### config.mk
export PLATFORM = sky130hd
export DESIGN_NAME = seq_detect_sched
export DESIGN_NICKNAME = d
export VERILOG_FILES = /design/src/rtl/seq_sched_pkg.sv /design/src/rtl/seq_detect_sched_rr_arbiter.sv /design/src/rtl/seq_detect_sched.sv
export SDC_FILE = /design/constraint.sdc
export NUM_CORES = 1
export LEC_CHECK = 0
export BUFFER_PORTS_ARGS = -buffer_cell sky130_fd_sc_hd__buf_2
export CORE_AREA = 2 2 81 83
export DETAILED_ROUTE_END_ITERATION = 12
export DIE_AREA = 0 0 83 85
export HOLD_SLACK_MARGIN = 0.03
export PLACE_DENSITY = 0.75
export SLEW_MARGIN = 25
export SYNTH_ARGS = -nofsm -noshare
export SYNTH_HDL_FRONTEND = slang
export SYNTH_HIERARCHICAL = 1
export SYNTH_SLANG_ARGS = --single-unit
### constraint.sdc
create_clock -name clk -period 4.05 [get_ports clk]
set_input_delay 0 -clock clk [delete_from_list [all_inputs] [get_ports clk]]
set_output_delay 0 -clock clk [all_outputs]
set_load 0.01 [all_outputs]
### src/rtl/seq_sched_pkg.sv
// Shared types and the 10110 Mealy step function for the time-shared detector.
// All channels use this one step function.
package seq_sched_pkg;

    typedef enum logic [2:0] {
        S0 = 3'd0,
        S1 = 3'd1,
        S2 = 3'd2,
        S3 = 3'd3,
        S4 = 3'd4
    } det_state_t;

    localparam det_state_t DET_RESET = S0;

    typedef struct packed {
        det_state_t next_state;
        logic       match;
    } det_step_t;

    function automatic det_step_t det_step(input det_state_t state, input logic b);
        det_step_t r;
        r.next_state = S0;
        r.match      = 1'b0;
        case (state)
            S0: r.next_state = b ? S1 : S0;
            S1: r.next_state = b ? S1 : S2;
            S2: r.next_state = b ? S3 : S0;
            S3: r.next_state = b ? S4 : S2;
            S4: begin
                // On a match, fall back to S2 so the trailing "10" can start the next match.
                r.next_state = b ? S1 : S2;
                r.match      = ~b;
            end
            default: r.next_state = S0;
        endcase
        return r;
    endfunction

endpackage

### src/rtl/seq_detect_sched_rr_arbiter.sv
// Combinational round-robin arbiter: grants the first eligible channel at or after ptr.
module rr_arbiter #(
    parameter int unsigned NCH = 4,
    localparam int unsigned IW = $clog2(NCH)
) (
    input  logic [NCH-1:0] elig_i,
    input  logic [IW-1:0]  ptr_i,
    output logic [NCH-1:0] gnt_o,
    output logic [IW-1:0]  gnt_idx_o,
    output logic           any_gnt_o
);

    logic [IW:0] cand;

    always_comb begin
        gnt_o     = '0;
        gnt_idx_o = '0;
        any_gnt_o = 1'b0;
        cand      = '0;
        for (int i = 0; i < int'(NCH); i++) begin
            cand = {1'b0, ptr_i} + (IW+1)'(i);
            if (cand >= (IW+1)'(NCH)) begin
                cand = cand - (IW+1)'(NCH);
            end
            if (!any_gnt_o && elig_i[cand[IW-1:0]]) begin
                any_gnt_o               = 1'b1;
                gnt_idx_o               = cand[IW-1:0];
                gnt_o[cand[IW-1:0]]     = 1'b1;
            end
        end
    end

endmodule

### src/rtl/seq_detect_sched.sv
// Time-shared 10110 detector: one arbitrated bit per cycle, per-channel saved context
// and saturating match counters.
module seq_detect_sched
    import seq_sched_pkg::*;
#(
    parameter int unsigned NCH = 4,
    parameter int unsigned CW  = 8,
    localparam int unsigned IW = $clog2(NCH)
) (
    input  logic              clk,
    input  logic              rst,
    input  logic [NCH-1:0]    req,
    input  logic [NCH-1:0]    j,
    input  logic [NCH-1:0]    clr,
    output logic [NCH-1:0]    gnt,
    output logic              w,
    output logic [IW-1:0]     w_ch,
    output logic [NCH*CW-1:0] cnt_flat
);

    det_state_t      ctx_q [NCH];
    det_state_t      ctx_d [NCH];
    logic [CW-1:0]   cnt_q [NCH];
    logic [CW-1:0]   cnt_d [NCH];
    logic [IW-1:0]   ptr_q, ptr_d;
    logic            w_q, w_d;
    logic [IW-1:0]   w_ch_q, w_ch_d;

    logic [NCH-1:0]  arb_gnt;
    logic [IW-1:0]   gnt_idx;
    logic            any_gnt;
    det_step_t       step;

    rr_arbiter #(
        .NCH (NCH)
    ) u_arb (
        .elig_i    (req & ~clr),
        .ptr_i     (ptr_q),
        .gnt_o     (arb_gnt),
        .gnt_idx_o (gnt_idx),
        .any_gnt_o (any_gnt)
    );

    assign gnt = rst ? '0 : arb_gnt;

    always_comb begin
        ctx_d  = ctx_q;
        cnt_d  = cnt_q;
        ptr_d  = ptr_q;
        w_d    = 1'b0;
        w_ch_d = w_ch_q;
        step   = det_step(ctx_q[gnt_idx], j[gnt_idx]);

        for (int i = 0; i < int'(NCH); i++) begin
            if (clr[i]) begin
                ctx_d[i] = DET_RESET;
                cnt_d[i] = '0;
            end
        end

        // A granted channel is never being cleared, so these writes cannot collide.
        if (any_gnt) begin
            ctx_d[gnt_idx] = step.next_state;
            ptr_d = (gnt_idx == IW'(NCH - 1)) ? '0 : gnt_idx + IW'(1);
            if (step.match) begin
                w_d    = 1'b1;
                w_ch_d = gnt_idx;
                if (cnt_q[gnt_idx] != '1) begin
                    cnt_d[gnt_idx] = cnt_q[gnt_idx] + CW'(1);
                end
            end
        end
    end

    always_ff @(posedge clk) begin
        if (rst) begin
            for (int i = 0; i < int'(NCH); i++) begin
                ctx_q[i] <= DET_RESET;
                cnt_q[i] <= '0;
            end
            ptr_q  <= '0;
            w_q    <= 1'b0;
            w_ch_q <= '0;
        end else begin
            for (int i = 0; i < int'(NCH); i++) begin
                ctx_q[i] <= ctx_d[i];
                cnt_q[i] <= cnt_d[i];
            end
            ptr_q  <= ptr_d;
            w_q    <= w_d;
            w_ch_q <= w_ch_d;
        end
    end

    always_comb begin
        cnt_flat = '0;
        for (int i = 0; i < int'(NCH); i++) begin
            cnt_flat[i*CW +: CW] = cnt_q[i];
        end
    end

    assign w    = w_q;
    assign w_ch = w_ch_q;

endmodule
==> impl_metrics.ini <==
[status]
status = finished clean

[timing]
final.setup_skew_ns = 0.00844
maxSlewViolCount = 0
fin_ws_ns = 0.158
fin_setup_tns_ns = 0
slew_headroom_pct = 36.1
fin_crit_ns = 3.89
setup_viol_count_final = 0
fin_crit_sh_pct = 96.1
worst_pin_slew_ns = 0.959
fmax_ghz = 0.257
hold_viol = 0
whs_ns = 0.187

[global_route]
grt_max_degree = 56
antenna_found_initial = 0
grt_util_all_layers_pct = 21.7
gr-total-overflow = 0
grt_pass1_vias = 2657
grt_pass1_wl_mm = 12.7

[worst_setup_path]
endpoint_kind = flop
r2r_slack_ns = 0.16
r2r_cells = 15
arrival_ns = 4.11
critPathLaunchType = flop
rr_startpoint = ptr_q[1]
critical_path_class = reg2reg
r2r_end = cnt_flat[10]
crit_fanout = 10
cp.required_ns = 4.27

[place]
pre_cts_slack_ns = -0.113
dp_hpwl_mm = 5.47
place_area_um2 = 3470
io_buffers = 52
globalplace.congestion = 0.896

[layout]
drive_gt1_share_pct = 35.6
finalNetCount = 399
fillers = 541
syn_to_final_growth_pct = 18.6
antenna_cells = 0
final_area_um2 = 3610
post-route-util_pct = 58.2

[yosys]
synth-async-reset-ratio_pct = 0
yosys_warnings = 6
synth_compound_area_share_pct = 15.3
yosys.area_share.simple_pct = 26.4
synthFlopType = dfxtp_1
synth_cell_types = 52
syn-num-nets = 337
synth-edff-count = 0
synthCells = 313
synth_fa_ha_area_share_pct = 4.11
avgSynthCellArea_um2 = 9.73
ys_seq_area_share_pct = 32.2
synth_top_family_by_area = simple AND/OR/NAND/NOR gates
ys_ff_latch = 49
synthXorXnorAreaFrac_pct = 1.73
syn_area_um2 = 3040
synth_mux_area_share_pct = 14.9

[run]
drv_cap = 0

[detailed_routing]
routed_wl_mm = 7.51
dr_total_vias = 2623
drtPass1Iterations = 4
m1WireLength_mm = 3.27
avgRoutedWirePerCell_um = 16.6
drc = 0
wl_met3_um = 333
dr.first_iter.drc_count = 196
top_layer = met4
viasPerCell = 5.79
ant_nets = 0
met2_length_mm = 3.89

[clock_network]
ctsHoldBuffers = 0
cts-root-buf = clkbuf_8
clock_path_buffers = 2
cts_made_buffers = 5
cts_sinks = 49
clk_latency_ns = 0.29
clkSlewWorstSetupHoldPaths_ns = 0.09
cts_tree = done
htreeDepth = 2

[power]
power_density_nw_per_um2 = 467
ir_worst_vdd_mv = 0.344
leakage_nw = 1.51

[floorplanning]
die_h_um = 85
start_util_pct = 49.1
die_area_um2 = 7060
coreArea_um2 = 6200
num_rows = 29
io_pins = 53
fp.dieW_um = 83

[worst_hold_path]
hold_end = ctx_q[5]
hold_path_depth = 4
hp-start = clr[2]
min_path_type = in2reg
cell usage after synthesis, types with 2 or more instances:
master	count	share of area, %
a22oi_1	8	2.0
and2_4	3	0.86
and3b_1	3	0.86
mux2_1	4	1.5
a31o_1	2	0.58
clkbuf_1	10	1.2
a21o_1	9	2.2
xnor2_1	2	0.58
nand2b_1	10	2.1
mux2i_1	3	0.99
inv_1	8	0.99
buf_6	4	1.5
nor2b_1	9	1.8
or3b_2	16	4.6
o21ai_0	5	0.82
mux4_1	2	1.7
a211oi_4	3	2.0
xor2_1	4	1.2
buf_1	2	0.25
ha_1	10	4.1
a21oi_1	29	4.8
a31oi_1	3	0.62
nor2_1	18	2.2
dfxtp_1	49	32
buf_4	5	1.2
nor3_1	7	1.2
mux4_2	14	10
nor4b_1	11	3.2
nand3_1	9	1.5
nand2_1	22	2.7
nand3b_1	8	2.0
final cells by class:
type	count	area, um2	area share (%)
Multi-Input combinational cell	234	1940	53.9
Sequential cell	49	986	27.3
Clock inverter	1	5.00	0.139
Tap cell	77	96.3	2.67
Inverter	8	30.0	0.832
Clock buffer	7	96.3	2.67
Timing Repair Buffer	77	452	12.5
cells by family (layout without fill, tap and decap cells):
family / Yosys count / in the layout
buffers and inverters: 30 / 93
AND/OR/NAND/NOR: 127 / 127
flip-flops: 49 / 49
multiplexers: 24 / 24
XOR/XNOR: 6 / 6
AO/OA/AOI/OAI: 67 / 67
adder cells (fa/ha/maj): 10 / 10
where the power goes:
| part | switching (W) | internal (W) | leakage (nW) |
|---|---|---|---|
| Sequential | 0.0000173 | 0.000506 | 0.396 |
| Combinational | 0.000476 | 0.000368 | 1.06 |
| Clock | 0.000162 | 0.000155 | 0.0542 |
| Total | 0.000656 | 0.00103 | 1.51 |
placed cells by master (no fill, tap or decap), drive strengths merged, types with 7 or more instances in the layout:
master	count
dfxtp	49
nand3	9
nor2	18
nor3	7
buf	77
inv	8
nand2b	10
a21oi	29
a22oi	8
nor4b	12
nand3b	8
mux4	16
nor2b	9
or3b	16
nand2	22
ha	10
clkbuf	7
a21o	9
what timing repair did:
item                       in CTS  in global routing
setup endpoints to repair      31                 31
pin swaps                       1                  3
resized for setup               2                  3
buffers inserted                1                  2
metrics by stage:
stage / total power [W] / std cells
floorplan: 0.00115 / 313
global placement: 0.00132 / 442
detailed placement: 0.00134 / 442
CTS: 0.00166 / 451
global route: 0.00179 / 453
finish: 0.00168 / 453
worst max-delay path, cell delays in order (launching register included):
cell      delay [ns]
dfxtp_4         0.39
inv_1           0.10
ha_4            0.30
mux4_2          0.32
buf_4           0.17
nor4b_4         0.27
nor2_1          0.08
a32o_2          0.28
buf_4           0.19
mux4_2          0.27
ha_2            0.22
and4_4          0.32
a211oi_4        0.09
buf_4           0.20
or3b_2          0.44
a21oi_1         0.15
worst max path at each step:
stage                         from           end  slack [ns]  cells after the start
after floorplan           ptr_q[0]  cnt_flat[16]        0.04                     16
final                     ptr_q[1]  cnt_flat[10]        0.16                     15
after global placement    ptr_q[1]  cnt_flat[16]       -0.05                     12
after detailed placement  ptr_q[1]  cnt_flat[16]       -0.11                     12
after global routing      ptr_q[1]  cnt_flat[19]      -0.004                     15
after CTS                 ptr_q[1]  cnt_flat[13]        0.03                     14
registers in the layout, indices dropped and copies added (netlist names):
register and flops:
cnt_flat 32, ctx_q 12, ptr_q 2, w 1, w_ch 2
layer usage:
metal  vias to the layer above  global-route usage [%]
li1                       1271                       -
met1                      1266                    26.5
met2                        84                    40.7
met3                         2                    3.40
met4                         0                    4.47
met5                         -                       0
Note: power is estimated with default switching activity, not from simulation.
